--- config.mk ---
export PLATFORM = sky130hd
export DESIGN_NAME = instruction_sequencer_flat
export DESIGN_NICKNAME = d
export VERILOG_FILES = /design/src/rtl/cpu6502_pkg.sv /design/src/rtl/instruction_sequencer_if.sv /design/src/rtl/nmi_edge_detector.sv /design/src/rtl/instruction_sequencer.sv /design/src/flat_wrapper.sv
export SDC_FILE = /design/constraint.sdc
export NUM_CORES = 1
export LEC_CHECK = 0
export CORE_MARGIN = 2
export CORE_UTILIZATION = 39
export CTS_CLUSTER_DIAMETER = 30
export CTS_CLUSTER_SIZE = 30
export DETAILED_ROUTE_END_ITERATION = 8
export PLACE_DENSITY_LB_ADDON = 0.25
export SYNTH_ARGS = -nofsm -noshare
export SYNTH_HDL_FRONTEND = slang
export SYNTH_HIERARCHICAL = 1
export SYNTH_SLANG_ARGS = --single-unit
--- constraint.sdc ---
create_clock -name i_clk -period 1.6 [get_ports i_clk]
set_input_delay 0.16 -clock i_clk [delete_from_list [all_inputs] [get_ports i_clk]]
set_output_delay 0.16 -clock i_clk [all_outputs]
set_load 0.01 [all_outputs]
--- src/rtl/cpu6502_pkg.sv ---
// rtl/cpu6502_pkg.sv - shared 6502 core constants and types
package cpu6502_pkg;

    localparam int TCU_W = 4;
    localparam logic [TCU_W-1:0] TCU_MAX = 4'd7;
    localparam logic [7:0] OP_BRK = 8'h00;

    typedef enum logic [1:0] {
        INT_BRK   = 2'd0,
        INT_IRQ   = 2'd1,
        INT_NMI   = 2'd2,
        INT_RESET = 2'd3
    } int_src_t;

endpackage

--- src/rtl/instruction_sequencer_if.sv ---
// rtl/instruction_sequencer_if.sv - sequencer bus and decoder-facing signals
interface instruction_sequencer_if;
    import cpu6502_pkg::*;

    logic             i_rdy;
    logic [7:0]       i_data;
    logic [TCU_W-1:0] i_tcu_next;
    logic             i_irq_n;
    logic             i_nmi_n;
    logic             i_p_i;
    logic [7:0]       o_ir;
    logic [TCU_W-1:0] o_tcu;
    logic             o_sync;
    int_src_t         o_int_src;
    logic             o_runaway;

    modport master (
        output i_rdy, i_data, i_tcu_next, i_irq_n, i_nmi_n, i_p_i,
        input  o_ir, o_tcu, o_sync, o_int_src, o_runaway
    );

    modport slave (
        input  i_rdy, i_data, i_tcu_next, i_irq_n, i_nmi_n, i_p_i,
        output o_ir, o_tcu, o_sync, o_int_src, o_runaway
    );

endinterface

--- src/rtl/nmi_edge_detector.sv ---
// rtl/nmi_edge_detector.sv - latches NMI falling edges until serviced
module nmi_edge_detector (
    input  logic clk,
    input  logic reset_n,
    input  logic nmi_n,
    input  logic service,
    output logic pending
);

    logic nmi_prev;
    logic nmi_pending;

    // A new edge wins over a same-cycle service so it is not lost.
    always_ff @(posedge clk) begin
        if (!reset_n) begin
            nmi_prev    <= 1'b1;
            nmi_pending <= 1'b0;
        end else begin
            nmi_prev <= nmi_n;
            if (nmi_prev && !nmi_n) begin
                nmi_pending <= 1'b1;
            end else if (service) begin
                nmi_pending <= 1'b0;
            end
        end
    end

    assign pending = nmi_pending;

endmodule

--- src/rtl/instruction_sequencer.sv ---
// rtl/instruction_sequencer.sv - 6502 IR and timing counter feeding the decoder
module instruction_sequencer
    import cpu6502_pkg::*;
(
    input  logic                    i_clk,
    input  logic                    i_reset_n,
    instruction_sequencer_if.slave  bus
);

    logic [7:0]       ir_q, ir_d;
    logic [TCU_W-1:0] tcu_q, tcu_d;
    int_src_t         int_src_q, int_src_d;
    logic             runaway_q, runaway_d;
    logic             nmi_pending;
    logic             nmi_service;
    logic             fetch;

    assign fetch       = bus.i_rdy && (tcu_q == '0);
    assign nmi_service = fetch && nmi_pending;

    nmi_edge_detector u_nmi (
        .clk     (i_clk),
        .reset_n (i_reset_n),
        .nmi_n   (bus.i_nmi_n),
        .service (nmi_service),
        .pending (nmi_pending)
    );

    always_ff @(posedge i_clk) begin
        if (!i_reset_n) begin
            ir_q      <= OP_BRK;
            tcu_q     <= TCU_W'(1);
            int_src_q <= INT_RESET;
            runaway_q <= 1'b0;
        end else begin
            ir_q      <= ir_d;
            tcu_q     <= tcu_d;
            int_src_q <= int_src_d;
            runaway_q <= runaway_d;
        end
    end

    always_comb begin
        ir_d      = ir_q;
        tcu_d     = tcu_q;
        int_src_d = int_src_q;
        runaway_d = runaway_q;
        if (fetch) begin
            tcu_d = TCU_W'(1);
            if (nmi_pending) begin
                ir_d      = OP_BRK;
                int_src_d = INT_NMI;
            end else if (!bus.i_irq_n && !bus.i_p_i) begin
                ir_d      = OP_BRK;
                int_src_d = INT_IRQ;
            end else begin
                ir_d      = bus.i_data;
                int_src_d = INT_BRK;
            end
        end else if (bus.i_rdy) begin
            // Out-of-range requests are trapped to T0 rather than wrapping.
            if (bus.i_tcu_next > TCU_MAX) begin
                tcu_d     = '0;
                runaway_d = 1'b1;
            end else begin
                tcu_d = bus.i_tcu_next;
            end
        end
    end

    assign bus.o_ir      = ir_q;
    assign bus.o_tcu     = tcu_q;
    assign bus.o_int_src = int_src_q;
    assign bus.o_runaway = runaway_q;
    assign bus.o_sync    = (tcu_q == '0);

endmodule
--- src/flat_wrapper.sv ---
// flat-port wrapper written by rule: the top's interface ports become plain ports
module instruction_sequencer_flat import cpu6502_pkg::*;
  (i_clk, i_reset_n, bus_i_rdy, bus_i_data, bus_i_tcu_next, bus_i_irq_n, bus_i_nmi_n, bus_i_p_i, bus_o_ir, bus_o_tcu, bus_o_sync, bus_o_int_src, bus_o_runaway);
  instruction_sequencer_if bus_i ();
  input  logic i_clk;
  input  logic i_reset_n;
  input wire logic [$bits(bus_i.i_rdy)-1:0] bus_i_rdy;
  input wire logic [$bits(bus_i.i_data)-1:0] bus_i_data;
  input wire logic [$bits(bus_i.i_tcu_next)-1:0] bus_i_tcu_next;
  input wire logic [$bits(bus_i.i_irq_n)-1:0] bus_i_irq_n;
  input wire logic [$bits(bus_i.i_nmi_n)-1:0] bus_i_nmi_n;
  input wire logic [$bits(bus_i.i_p_i)-1:0] bus_i_p_i;
  output wire logic [$bits(bus_i.o_ir)-1:0] bus_o_ir;
  output wire logic [$bits(bus_i.o_tcu)-1:0] bus_o_tcu;
  output wire logic [$bits(bus_i.o_sync)-1:0] bus_o_sync;
  output wire logic [$bits(bus_i.o_int_src)-1:0] bus_o_int_src;
  output wire logic [$bits(bus_i.o_runaway)-1:0] bus_o_runaway;
  assign bus_i.i_rdy = bus_i_rdy;
  assign bus_i.i_data = bus_i_data;
  assign bus_i.i_tcu_next = bus_i_tcu_next;
  assign bus_i.i_irq_n = bus_i_irq_n;
  assign bus_i.i_nmi_n = bus_i_nmi_n;
  assign bus_i.i_p_i = bus_i_p_i;
  assign bus_o_ir = bus_i.o_ir;
  assign bus_o_tcu = bus_i.o_tcu;
  assign bus_o_sync = bus_i.o_sync;
  assign bus_o_int_src = bus_i.o_int_src;
  assign bus_o_runaway = bus_i.o_runaway;
  instruction_sequencer u_core (.i_clk(i_clk), .i_reset_n(i_reset_n), .bus(bus_i));
endmodule
* Word-level counts from Yosys, hierarchy flattened *
Index checks and enable logic that the tools add are counted.
W data, S select, Z words.

word-level totals
  register bits after elaboration = 17
  input port bits = 18
  output and inout port bits = 16
  word-level logic and storage cells = 27

cells by class
  order comparisons = 1
  muxes and demuxes = 7
  bitwise logic cells = 2
  reduce and logical (&&, ||, !) cells = 11

operators with widths
  operator              number
  $mux W8               2
  $gt A4 B3 Y1 const B  1
  $logic_and A1 B1 Y1   4
  $logic_not A4 Y1      1
  $mux W4               1
  $logic_not A1 Y1      3
  $mux W1               3
  $reduce_and A3 Y1     1
  $mux W2               1
  $not A1 Y1            2
  $reduce_bool A2 Y1    1
  $reduce_or A2 Y1      1

* Depth between registers and ports, before layout *
Gate-level depths: netlist of run 1.

  depth after elaboration = 5
  depth in mapped cells = 6
  mapped depth without buffers = 5

* Modules after synthesis *
The synthesis of run 1 kept the hierarchy.

modules (own cells, without submodules)
  module                 instances  cells an instance  area each (um^2)  seq. area each (um^2)
  instruction_sequencer  1          69                 650.6             300.3
  nmi_edge_detector      1          6                  70.1              40.0

* Worst setup path before layout of run 1 *
OpenSTA, ideal clock, no wires.

  path type = reg2reg
  from = register u_core.tcu_q[0] (netlist: u_core/bus.o_tcu[0])
  to = register u_core.ir_q[0] (netlist: u_core/bus.o_ir[0])
  library setup time = 0.116 ns
  arrival time = 1.398 ns
  required time = 1.484 ns
  slack = 0.086 ns
  cell stages (with the launch flop) = 7
  path buffers = 2
  clock period less this slack = 1.514 ns
  cell sequence = dfxtp_1 -> or4_4 -> buf_6 -> inv_6 -> buf_12 -> a21oi_1 -> a31o_1

on the way
  cells in the longest elaborated chain, start to end = 2

ends and longest elaborated chain
  element                 line                         RTL
  start, declared         instruction_sequencer.sv:11  logic [TCU_W-1:0] tcu_q, tcu_d;
  start signal, assigned  instruction_sequencer.sv:37  tcu_q <= tcu_d;
  $logic_not A4 Y1        n/a
  via bus_o_sync          flat_wrapper.sv:15           output wire logic [$bits(bus_i.o_sync)-1:0] bus_o_sync;
  $logic_and A1 B1 Y1     instruction_sequencer.sv:18  assign fetch = bus.i_rdy && (tcu_q == '0);
  end signal, assigned    instruction_sequencer.sv:36  ir_q <= ir_d;
  end, declared           instruction_sequencer.sv:10  logic [7:0] ir_q, ir_d;

The timed path passes the listed nets, and every way through them passes these cells.
A chain may end at the register's enable or synchronous reset.

* Worst setup path in the final report of run 1 *
  from = register u_core.tcu_q[0] (netlist: u_core/bus.o_tcu[0])
  to = register u_core.u_nmi.nmi_pending (netlist: u_core/u_nmi/pending)

on the way
  cells in the longest elaborated chain, start to end = 4

ends and longest elaborated chain
  element                              line                         RTL
  $logic_not A4 Y1                     instruction_sequencer.sv:18
  $logic_and A1 B1 Y1                  instruction_sequencer.sv:18
  $logic_and A1 B1 Y1                  instruction_sequencer.sv:19  assign nmi_service = fetch && nmi_pending;
  via u_core.nmi_service               instruction_sequencer.sv:15  logic nmi_service;
  $reduce_bool A2 Y1 (no source line)  n/a
  end signal, assigned                 nmi_edge_detector.sv:17      nmi_pending <= 1'b0;
  end signal, assigned                 nmi_edge_detector.sv:21      nmi_pending <= 1'b1;
  end signal, assigned                 nmi_edge_detector.sv:23      nmi_pending <= 1'b0;
  end, declared                        nmi_edge_detector.sv:11      logic nmi_pending;

The timed path passes the listed nets, and every way through them passes these cells.

==> results of run 1 <==
-- routing by layer --
layer / track usage, % / vias up
li1: - / 345
met1: 24.1 / 324
met2: 23.8 / 30
met3: 3.85 / 2
met4: 10.0 / 0
met5: 0 / -
-- cell families (layout without fill, tap and decap cells) --
family	after synthesis	count (layout)
compound gates	23	23
flops	17	17
buf+inv	8	49
simple gates	27	27
-- flip-flops by register name, summed over array words and instances, names as in the netlist --
| register | count |
|---|---|
| u_core/bus.o_ir | 8 |
| u_core/bus.o_tcu | 4 |
| u_core/bus.o_int_src | 2 |
| u_core/bus.o_runaway | 1 |
| u_core/u_nmi/nmi_prev | 1 |
| u_core/u_nmi/pending | 1 |
-- synth_stat cells, drive strengths merged --
library cell	count	area share [%]
dfxtp	17	47
nand2	10	5.2
a21oi	8	6.1
a31o	8	9.7
inv	4	2.8
buf	3	5.0
nand2b	3	2.6
nor2	3	2.6
a21boi	2	2.6
and3	2	1.7
nand4b	2	2.4
nor2b	2	1.7
o21ai	2	1.4
a31oi	1	0.87
and2	1	0.87
clkbuf	1	0.52
nand3b	1	1.0
nor3	1	0.69
nor3b	1	1.0
o211ai	1	1.0
o32ai	1	1.2
or4	1	1.6
-- stage by stage --
stage	TNS, ns	worst slack [ns]
2_1_floorplan	0	0.0862
3_5_place_dp	-0.893	-0.122
3_3_place_gp	-0.642	-0.0945
6_report	0	0.0520
5_1_grt	-0.0120	-0.0120
4_1_cts	0	0.0206
-- power by group through the flow --
stage / Sequential, mW / Combinational (mW) / Clock [mW]
global route: 0.451 / 0.180 / 0.250
global placement: 0.458 / 0.162 / 0
CTS: 0.449 / 0.162 / 0.238
floorplan: 0.464 / 0.0678 / 0
finish: 0.449 / 0.166 / 0.226
detailed placement: 0.458 / 0.164 / 0
-- critical path, cell delays in order, from the launching register on --
cell	delay, ns
dfxtp_1	0.32
or4_4	0.57
inv_6	0.08
buf_8	0.13
and3_1	0.18
nand2b_1	0.12
a21boi_2	0.05
-- worst max-delay path by stage --
stage	endpoint	depth (start not counted)	start
after floorplan	u_core/bus.o_ir[0]	6	u_core/bus.o_tcu[0]
after global placement	u_core/bus.o_ir[7]	4	bus_i_p_i
after detailed placement	u_core/bus.o_ir[7]	4	bus_i_irq_n
after CTS	u_core/u_nmi/pending	6	u_core/bus.o_tcu[3]
after global routing	u_core/u_nmi/pending	6	u_core/bus.o_tcu[0]
final	u_core/u_nmi/pending	6	u_core/bus.o_tcu[0]
-- cell type report --
class | count | area, µm²
Fill cell | 159 | 594
Timing Repair Buffer | 41 | 393
Sequential cell | 17 | 342
Multi-Input combinational cell | 50 | 320
Tap cell | 25 | 31.3
Clock buffer | 4 | 26.3
Inverter | 4 | 20.0
-- repair_timing --
action,in CTS,in global routing
endpoints found under the setup margin,1,1
gates resized for setup,5,2
pin swaps,1,1
-- cells in the final DEF, fill, tap and decap left out, types with 2 or more instances in the layout --
cell type	count
a21oi_1	7
a31o_1	8
and3_1	2
buf_4	7
clkbuf_4	3
clkdlybuf4s50_1	32
dfxtp_1	16
inv_1	3
nand2_1	10
nand2b_1	3
nand4b_1	2
nor2_1	2
nor2b_1	2
==> run metrics, run 1 <==
outcome=finished, final reports clean; synthesized flop and latch total=17; number of buffers created by CTS=3; largest net degree at the start of global routing=18; Root Driver=clkbuf_4; Core Util, Final=65.6%; Req. time, crit path=1.78 ns; Inst Count DP=137; metal3 WL=129 µm; top-level I/O count=34; Synth Area in Adders=0%; Die X=47.0 µm; CTS Buffer Depth=2; Max H-tree Level=1; synthesized area=721 µm²; CTS tree=built; clock sink total=17; detailed-placement wirelength estimate=1.25 mm; Seq/Total Area, Yosys=47.2%; first-pass GRT wire length=2.62 mm; hold_sp=bus_i_nmi_n; share of cells above drive strength 1=15.5%; Vias/cell=4.97; Slew @ Worst Pin=0.936 ns; post-synth net total=93; Avg Inst Size Synth=9.61 µm²; Final period util=96.7%; Post-DRT Antenna Nets=0; total routed wirelength=1.75 mm; Combinational Power Share=19.7%; vias=701; Final Net Count=135; vias in the first global route=614; Core ar.=1730 µm²; Synth warnings=6; met1 wire length=789 µm; Port Buffers=33; Critical R2R Capture=u_core/u_nmi/pending; Post-Synth Simple-Gate Area=21.5%; GPL Wtd Cong=0.670; max_slew headroom=37.5%; # DRC=0; reg2reg start=u_core/bus.o_tcu[0]; Fin Clk Skew=0.00390 ns; FP Rows=15; Pwr Total=0.841 mW; n_diodes=0; initial antenna violation count=0; reg2reg path depth=6; part of the power in registers=53.4%; Fin. Hold Viols=0; Cells after Synth=75; Worst Path Max Fanout=12; metal2 WL=811 µm; largest family of logic cells by synthesized area=compound AO/OA/AOI/OAI gates; maximum vdd ir drop=0.000432 V; Area Overhead vs Synth=57.1%; Internal Power=0.633 mW; Arr. time, crit path=1.73 ns; Clk pwr share=26.9%; Initial Util=41.7%; Tot GR Track Use=17.1%; crit path kind=reg -> reg; CP startpoint kind=register; Synth Area in XOR/XNOR=0%; switching power=0.208 mW; Hold Path Cell Cnt=2; crit end category=register; WL/cell=12.4 µm; maximum clock frequency=646 MHz; post-synthesis compound-gate area fraction=22.9%; worst reg2reg setup slack=0.05 ns; fin cells=141; GRT overflow=0; number of hold buffers added after CTS=0; design area=1130 µm²; highest routed layer=met4; P_leak=0.442 nW; worst hold path class=in -> reg; First DRT Iteration DRCs=4; final setup vio count=0; clock input transition at the sequential cells of the worst setup and hold paths=0.10 ns; worst skew pair latency=0.28 ns; placed cell areas=1100 µm²; Die ar.=2210 µm²; final slew viol count=0; Post-CTS Repair Setup Buffers=0; minimum clock period=1.55 ns; mux cell area share after synthesis=0%; Pwr Density=743 nW/µm²; switching part of the total=24.7%; die height=47.0 µm; hold endpoint=u_core/u_nmi/nmi_prev; worst hold slack=0.447 ns; unique cell type count in the Yosys netlist=29; maxcap violations=0; First-pass DRT Iterations=4
No activity file was read; power rests on OpenSTA's default activity.
==> run 2: changes to the inputs <==
--- a/config.mk
+++ b/config.mk
@@ -5,12 +5,13 @@
 export SDC_FILE = /design/constraint.sdc
 export NUM_CORES = 1
 export LEC_CHECK = 0
+export ABC_CLOCK_PERIOD_IN_PS = 1600
 export CORE_MARGIN = 2
 export CORE_UTILIZATION = 39
 export CTS_CLUSTER_DIAMETER = 30
 export CTS_CLUSTER_SIZE = 30
 export DETAILED_ROUTE_END_ITERATION = 8
-export PLACE_DENSITY_LB_ADDON = 0.25
+export PLACE_DENSITY = 0.8
 export SYNTH_ARGS = -nofsm -noshare
 export SYNTH_HDL_FRONTEND = slang
 export SYNTH_HIERARCHICAL = 1
==> run 2 against run 1 <==
Net effect:
- final area shrank 0.99%
- worst hold slack gained 0.0025 ns
- sequential power is essentially flat
- critical path type unchanged
- total power shrank 0.84%
- clock-buffer cell count shrank 1
- die area is the same
- final cell count shrank 0.71%
- setup slack gained 0.0078 ns
==> run metrics, run 2 (synthesized netlist as in run 1, its figures left out) <==
outcome=finished, final reports clean (unchanged); Worst Path Max Fanout=12 (unchanged); placed cell areas=1090 µm² (was 1100 µm²); FILL cells=162 (was 159); final setup vio count=0 (unchanged); met1 wire length=774 µm (was 789 µm); Die X=47.0 µm (unchanged); ordered list of cells on the worst path=or4_4, inv_6, buf_6, and3_1, nand2b_1, a21boi_2 (was or4_4, inv_6, buf_8, and3_1, nand2b_1, a21boi_2); initial antenna violation count=0 (unchanged); die height=47.0 µm (unchanged); # DRC=0 (unchanged); max_slew headroom=39.4% (was 37.5%); Fin Clk Skew=0.00615 ns (was 0.00390 ns); most frequent cells in the layout=clkdlybuf4s50_1 (32), dfxtp_1 (17), nand2_1 (10) (was clkdlybuf4s50_1 (32), dfxtp_1 (16), nand2_1 (10)); GRT overflow=0 (unchanged); worst skew pair latency=0.29 ns (was 0.28 ns); Slew @ Worst Pin=0.907 ns (was 0.936 ns); P_leak=0.438 nW (was 0.442 nW); FP Rows=15 (unchanged); Vias/cell=4.95 (was 4.97); leading cell type in the layout, fill and taps excluded=clkdlybuf4s50_1 (unchanged); Final period util=96.3% (was 96.7%); worst hold path class=in -> reg (unchanged); Core Util, Final=64.9% (was 65.6%); Initial Util=41.7% (unchanged); Req. time, crit path=1.78 ns (about the same); crit path kind=reg -> reg (unchanged); share of cells above drive strength 1=14.8% (was 15.5%); Final Net Count=134 (was 135); CP startpoint kind=register (unchanged); Combinational Power Share=19.5% (was 19.7%); CTS Buffer Depth=2 (unchanged); top-level I/O count=34 (unchanged); largest net degree at the start of global routing=18 (unchanged); CP max stage delay=0.57 ns (about the same); maxcap violations=0 (unchanged); detailed-placement wirelength estimate=1.29 mm (was 1.25 mm); Core ar.=1730 µm² (unchanged); First DRT Iteration DRCs=11 (was 4); first-pass GRT wire length=2.80 mm (was 2.62 mm); Pwr Density=744 nW/µm² (was 743 nW/µm²); crit end category=register (unchanged); WL/cell=11.9 µm (was 12.4 µm); Die ar.=2210 µm² (unchanged); clock sink total=17 (unchanged); GPL Wtd Cong=0.786 (was 0.670); Root Driver=clkbuf_4 (unchanged); final slew viol count=0 (unchanged); Arr. time, crit path=1.72 ns (was 1.73 ns); maximum clock frequency=649 MHz (was 646 MHz); Clk pwr share=26.7% (was 26.9%); clock input transition at the sequential cells of the worst setup and hold paths=0.10 ns (about the same); Internal Power=0.628 mW (was 0.633 mW); highest routed layer=met4 (unchanged); Post-DRT Antenna Nets=0 (unchanged); CTS tree=built (unchanged); Tot GR Track Use=18.4% (was 17.1%); design area=1120 µm² (was 1130 µm²); minimum clock period=1.54 ns (was 1.55 ns); RSZ-0062 raised after global routing=no; Area Overhead vs Synth=55.6% (was 57.1%); metal3 WL=82 µm (was 129 µm); critical path's slowest cell=or4_4 (unchanged); vias=693 (was 701); Port Buffers=33 (unchanged); Fin. Hold Viols=0 (unchanged); switching part of the total=24.7% (about the same); n_diodes=0 (unchanged); Largest register FFs=8 (unchanged); vias in the first global route=674 (was 614); part of the power in registers=53.7% (was 53.4%); maximum vdd ir drop=0.000513 V (was 0.000432 V); total routed wirelength=1.67 mm (was 1.75 mm); switching power=0.206 mW (was 0.208 mW); Max H-tree Level=1 (unchanged); First-pass DRT Iterations=4 (unchanged); number of buffers created by CTS=3 (unchanged); metal2 WL=795 µm (was 811 µm)
## run 2: cell count changes in the layout (fill, tap and decap cells not counted)
cell and change:
buf_4 -1, clkinv_2 +1, dfxtp_1 +1, buf_6 +1, dfxtp_2 -1, buf_8 -1, clkbuf_1 -1
## run 2: final cells by class
type	count	area (µm²)	area share, %
multi-input combinational	50	320	28.6
timing repair buffer	40	382	34.0
sequential	17	340	30.4
inverter	4	20.0	1.79
clock inverter	1	5.00	0.446
clock buffer	3	22.5	2.01
tap	25	31.3	2.79
## run 2: path summary, 6_finish.rpt
path         cells after the start            startpoint               endpoint  slack (ns)
max                              6   u_core/bus.o_tcu[1]   u_core/u_nmi/pending        0.06
min                              2           bus_i_nmi_n  u_core/u_nmi/nmi_prev        0.45
max reg2reg                      6   u_core/bus.o_tcu[1]   u_core/u_nmi/pending        0.06
min reg2reg                      2  u_core/bus.o_runaway   u_core/bus.o_runaway        0.50
## run 2: power by group through the flow
stage	sequential [mW]	clock (mW)	combinational (mW)
final	0.448	0.223	0.163
after global routing	0.450	0.252	0.178
after CTS	0.449	0.234	0.163
after detailed placement	0.458	0	0.164
after global placement	0.457	0	0.162
after floorplan	0.464	0	0.0678
## run 2: stage by stage
step / total power [mW] / TNS (ns) / setup WS (ns) / hold slack (ns) / instances
2_1_floorplan: 0.532 / 0 / 0.0862 / 0.233 / 75
3_3_place_gp: 0.620 / -0.820 / -0.105 / 0.473 / 136
3_5_place_dp: 0.622 / -0.619 / -0.0837 / 0.484 / 136
4_1_cts: 0.846 / 0 / 0.0214 / 0.442 / 140
5_1_grt: 0.880 / 0 / 0.00691 / 0.463 / 140
6_report: 0.834 / 0 / 0.0598 / 0.450 / 140
## run 2: what timing repair did
action,CTS,global route
setup buffers,0,0
hold buffers,0,0
endpoints found under the setup margin,1,1
gates resized for setup,4,1
pin swaps,1,0
## run 2: metal layers
metal	track usage [%]	vias up
met2	30.1	20
met3	4.62	2
li1	-	344
met5	0	-
met4	10.0	0
met1	22.1	327
## run 2: worst max-delay path: cells and delay by family, from the launching register on
family,cells,cell delay (ns)
compound gates,1,0.05
simple gates,3,0.86
buf+inv,2,0.21
flops,1,0.32
==> run 3: changes to the inputs <==
--- a/config.mk
+++ b/config.mk
@@ -12,6 +12,7 @@
 export CTS_CLUSTER_SIZE = 30
 export DETAILED_ROUTE_END_ITERATION = 8
 export PLACE_DENSITY = 0.8
+export SKIP_LAST_GASP = 1
 export SYNTH_ARGS = -nofsm -noshare
 export SYNTH_HDL_FRONTEND = slang
 export SYNTH_HIERARCHICAL = 1
==> results of run 3 <==
The final DEF is identical to that of run 2; final timing and power are the same.
